[config.mk]
export PLATFORM = sky130hd
export DESIGN_NAME = core_operand_fwd_stage
export DESIGN_NICKNAME = d
export VERILOG_FILES = /design/src/rtl/core_operand_fwd_stage.sv
export SDC_FILE = /design/constraint.sdc
export NUM_CORES = 1
export LEC_CHECK = 0
export CAP_MARGIN = 10
export CORE_MARGIN = 2
export CORE_UTILIZATION = 40
export CTS_BUF_LIST = sky130_fd_sc_hd__clkbuf_8
export DETAILED_ROUTE_END_ITERATION = 12
export PLACE_DENSITY = 0.86
export SLEW_MARGIN = 20
export SYNTH_ARGS = -nofsm -noshare
export SYNTH_HDL_FRONTEND = slang
export SYNTH_SLANG_ARGS = --single-unit
[constraint.sdc]
create_clock -name clk -period 3.1 [get_ports clk]
set_input_delay 0.62 -clock clk [delete_from_list [all_inputs] [get_ports clk]]
set_output_delay 0.62 -clock clk [all_outputs]
set_load 0.005 [all_outputs]
[src/rtl/core_operand_fwd_stage.sv]
// ID->EX operand register with forwarding, use-before-ready hazard stalls and a
// saturating stall counter.
module core_operand_fwd_stage #(
  parameter int unsigned DATA_W      = 32,
  parameter int unsigned ADDR_W      = 32,
  parameter int unsigned REG_IDX_W   = 5,
  parameter int unsigned NUM_FWD     = 2,
  parameter int unsigned STALL_CNT_W = 16
) (
  input  logic                           clk,
  input  logic                           rst,
  input  logic                           flush,
  input  logic                           id_valid,
  output logic                           id_ready,
  input  logic [REG_IDX_W-1:0]           id_ra_idx,
  input  logic [REG_IDX_W-1:0]           id_rb_idx,
  input  logic                           id_ra_used,
  input  logic                           id_rb_used,
  input  logic [DATA_W-1:0]              rega_data,
  input  logic [DATA_W-1:0]              regb_data,
  input  logic [DATA_W-1:0]              imm,
  input  logic [ADDR_W-1:0]              id_pc,
  input  logic [1:0]                     opmux_a,
  input  logic [1:0]                     opmux_b,
  input  logic [NUM_FWD-1:0]             fwd_valid,
  input  logic [NUM_FWD-1:0]             fwd_pending,
  input  logic [NUM_FWD*REG_IDX_W-1:0]   fwd_idx,
  input  logic [NUM_FWD*DATA_W-1:0]      fwd_data,
  output logic                           ex_valid,
  input  logic                           ex_ready,
  output logic [DATA_W-1:0]              operand_a,
  output logic [DATA_W-1:0]              operand_b,
  output logic [STALL_CNT_W-1:0]         stall_cnt
);

  logic                   ex_valid_q, ex_valid_d;
  logic [DATA_W-1:0]      operand_a_q, operand_a_d;
  logic [DATA_W-1:0]      operand_b_q, operand_b_d;
  logic [STALL_CNT_W-1:0] stall_cnt_q, stall_cnt_d;

  logic              a_hit, b_hit, a_pend, b_pend;
  logic [DATA_W-1:0] a_res, b_res, pc_ext;
  logic              hazard, capture;

  // Zero-extends or truncates depending on the relative widths.
  assign pc_ext = DATA_W'(id_pc);

  // Ascending scan with a first-hit latch so the youngest (lowest k) source wins.
  always_comb begin
    a_hit  = 1'b0;
    b_hit  = 1'b0;
    a_pend = 1'b0;
    b_pend = 1'b0;
    a_res  = rega_data;
    b_res  = regb_data;
    for (int unsigned k = 0; k < NUM_FWD; k++) begin
      if (!a_hit && id_ra_used && (id_ra_idx != '0) && fwd_valid[k] &&
          (fwd_idx[k*REG_IDX_W +: REG_IDX_W] == id_ra_idx)) begin
        a_hit  = 1'b1;
        a_pend = fwd_pending[k];
        a_res  = fwd_data[k*DATA_W +: DATA_W];
      end
      if (!b_hit && id_rb_used && (id_rb_idx != '0) && fwd_valid[k] &&
          (fwd_idx[k*REG_IDX_W +: REG_IDX_W] == id_rb_idx)) begin
        b_hit  = 1'b1;
        b_pend = fwd_pending[k];
        b_res  = fwd_data[k*DATA_W +: DATA_W];
      end
    end
  end

  assign hazard   = id_valid && (a_pend || b_pend);
  assign id_ready = !hazard && !flush && (!ex_valid_q || ex_ready);
  assign capture  = id_valid && id_ready;

  always_comb begin
    ex_valid_d  = ex_valid_q;
    operand_a_d = operand_a_q;
    operand_b_d = operand_b_q;
    if (flush) begin
      ex_valid_d = 1'b0;
    end else if (capture) begin
      ex_valid_d = 1'b1;
      unique case (opmux_a)
        2'd0:    operand_a_d = a_res;
        2'd1:    operand_a_d = pc_ext;
        default: operand_a_d = '0;
      endcase
      unique case (opmux_b)
        2'd0:    operand_b_d = b_res;
        2'd1:    operand_b_d = imm;
        2'd2:    operand_b_d = pc_ext;
        default: operand_b_d = '0;
      endcase
    end else if (ex_ready) begin
      ex_valid_d = 1'b0;
    end
  end

  always_comb begin
    stall_cnt_d = stall_cnt_q;
    if (hazard && !flush && (stall_cnt_q != '1)) begin
      stall_cnt_d = stall_cnt_q + 1'b1;
    end
  end

  always_ff @(posedge clk or negedge rst) begin
    if (!rst) begin
      ex_valid_q  <= 1'b0;
      operand_a_q <= '0;
      operand_b_q <= '0;
      stall_cnt_q <= '0;
    end else begin
      ex_valid_q  <= ex_valid_d;
      operand_a_q <= operand_a_d;
      operand_b_q <= operand_b_d;
      stall_cnt_q <= stall_cnt_d;
    end
  end

  assign ex_valid  = ex_valid_q;
  assign operand_a = operand_a_q;
  assign operand_b = operand_b_q;
  assign stall_cnt = stall_cnt_q;

endmodule

==> results by group <==
Routing
  – Initial drt markers: 404
  – Vias: 6,326
  – WL/cell: 19.5 um
  – Total wire length: 21,800 um
  – Vias/cell: 5.64
  – Post-route ant nets: 0
  – Pre-antenna DRT Iters: 5
  – Drt drc: 0

Logic synthesis
  – Synthesized flop and latch total: 81
  – FFs w/ async S/R, synth: 1.00
  – Ranking of synthesized cells by area: dfrtp_1 (38%), a21oi_1 (15%), mux2i_1 (12%)
  – Avg Synthesized Cell Area: 8.51 um^2
  – Mapped Cells: 628
  – Synth Cell Area: 5340 um^2
  – Yosys top cell area share: 0.379
  – Most used DFF post-synth: dfrtp_1
  – Post-synthesis sequential area ratio: 0.379
  – Synthesized Nets: 856
  – Yosys cell types: 41
  – Ys Warns: 0
  – Number of synthesized flops with an enable pin: 0
  – Post-synth top area cell: dfrtp_1

Floorplan
  – Ports: 309
  – Row cnt: 42
  – Height of the die: 120 um
  – Die W: 120 um
  – Core ar.: 13,100 um^2
  – Initial core utilization: 0.407
  – Die Area: 14,300 um^2

Placement
  – Post-DP Area: 8800 um^2
  – Port Buf Inserts: 308
  – Routability Congestion: 0.888
  – Pre-CTS setup slack: -0.679 ns
  – DP Wirelength: 16,100 um

Critical path
  – Flop2flop setup slack: 1.01 ns
  – WS Path Type: input pin to output pin
  – CP Launch Point: id_rb_idx[2]
  – WP data arrival: 2.41 ns
  – Worst endpoint required time: 2.48 ns
  – Reg2reg path depth: 6
  – Max Fanout on Critical Path: 3
  – Critical Path Sink Type: output pin
  – Reg2reg end: stall_cnt[1]
  – Critical R2R Launch: stall_cnt[8]
  – CP startpoint kind: input pin

Clocking
  – CTS Buf Count: 9
  – Clk root buf: clkbuf_8
  – CTS tree: built
  – H-tree depth: 3
  – CTS sink count: 81
  – Clock Latency Late Sink: 0.37 ns
  – Clk slew on worst S/H paths: 0.08 ns
  – Clk buf depth: 2
  – Cts hold-fix bufs: 0

Power
  – Maximum VDD drop: 0.195 mV
  – Pwr/cell area: 351 nW/um^2
  – Static Leak: 0.00371 uW
  – Pwr Total: 3190 uW

Layout
  – FF/Latch Area: 2030 um^2
  – Most common cell after layout, fill and taps aside: clkdlybuf4s50_1
  – Antenna diodes: 0
  – Final Cell Area: 9070 um^2
  – P&R area growth vs syn: 69.7%
  – Multi-input gate area: 3150 um^2
  – Final nets: 1,168
  – Number of fill cells: 1,064
  – Layout cells sized above 1: 0.0952
  – Most frequent cells in the layout: clkdlybuf4s50_1 (291), a21oi_1 (161), dfrtp_1 (81)

Timing
  – Rel. slew slack: 0.560
  – Slew @ Worst Pin: 0.660 ns
  – Final hold slack: 0.250 ns
  – Worst setup margin: 0.0681 ns
  – Fin. Hold Viols: 0
  – Count of final setup violators: 0
  – Final Critical Period: 3.03 ns
  – Final Cycle Share: 0.978
  – RSZ-0062 raised after global routing: false
  – Clock skew: 0.00714 ns
  – Final Max Tran Viols: 0
  – Fmax: 330 MHz

Global routing
  – Total track usage: 0.299
  – Initial antenna violation count: 1
  – Vias in the first global route: 6,190
  – GRT overflow: 0
  – Largest net degree at the start of global routing: 67
  – First-pass GRT wire length: 33,100 um

Run status
  – Outcome: finished, final reports clean

Job
  – MaxCap Viol Count: 0

Hold path
  – Worst min-delay path class: input pin to asynchronous set/reset pin
worst max-delay path, cell delays in order:
cell and delay (ns):
dlygate4sd2_1 0.26, or4_4 0.55, o21ai_4 0.18, nand4b_1 0.19, o2bb2ai_4 0.08, a21oi_2 0.16, nor2b_1 0.07, nor3b_2 0.16
buf_2 0.13
repair_timing:
item | CTS | global route
pin swaps | 12 | 3
resized for setup | 35 | 3
buffers inserted | 5 | 2
setup endpoints to repair | 1 | 1
synth_stat cells, drive strengths merged (2+ instances only):
cell / instances
nor3b: 4
mux2i: 64
nor4: 6
buf: 22
a21oi: 163
nand4b: 2
dfrtp: 81
o21ai: 35
nor3: 5
nor4b: 2
nor2: 68
nand3: 4
xor2: 21
and3: 5
clkbuf: 34
a22oi: 32
nor2b: 4
o22ai: 32
nand4: 5
or3: 2
inv: 3
nand2: 7
xnor2: 13
a211oi: 2
nand2b: 2
or4: 2
how the worst max path moves through the flow:
stage	depth (start not counted)	to	slack [ns]
floorplan	9	id_ready	0.09
global placement	10	id_ready	-0.65
detailed placement	10	id_ready	-0.68
CTS	11	id_ready	0.01
global route	9	id_ready	0.006
finish	9	id_ready	0.07
sequential cells by signal, summed over array words and instances (netlist names):
name	count
ex_valid	1
operand_a	32
operand_b	32
stall_cnt	16
power by group:
part,switching (uW),internal (uW)
Combinational,466,708
Clock,392,325
Sequential,85.6,1210
Total,944,2240
logic make-up after synthesis:
logic type	after synthesis	share of synthesized area
AO/OA/AOI/OAI	268	0.281
AND/OR/NAND/NOR	120	0.109
flip-flops	81	0.379
multiplexers	65	0.122
buffers and inverters	59	0.0508
XOR/XNOR	34	0.0557
adder cells (fa/ha/maj)	1	0.00234
final cells by class:
class / instances / share of cell area
multi-input combinational: 488 / 0.347
inverter: 3 / 0.00124
clock inverter: 5 / 0.00248
tap: 176 / 0.0243
clock buffer: 11 / 0.0167
timing repair buffer: 357 / 0.385
sequential: 81 / 0.224
metrics by stage:
step,TNS [ns],instances,utilization
2_1_floorplan,0,628,-
3_3_place_gp,-6.37,1098,0.670
3_5_place_dp,-12.61,1098,0.670
4_1_cts,0,1119,0.689
5_1_grt,0,1121,0.690
6_report,0,1121,0.690
metal layers:
metal,global-route usage,up-vias,part of all wire
met4,0.125,2,0.033
met2,0.513,394,0.48
met5,0,-,0.00060
met1,0.352,2938,0.38
met3,0.0837,54,0.10
li1,-,2938,-
Power figures use the tool's default switching activity.
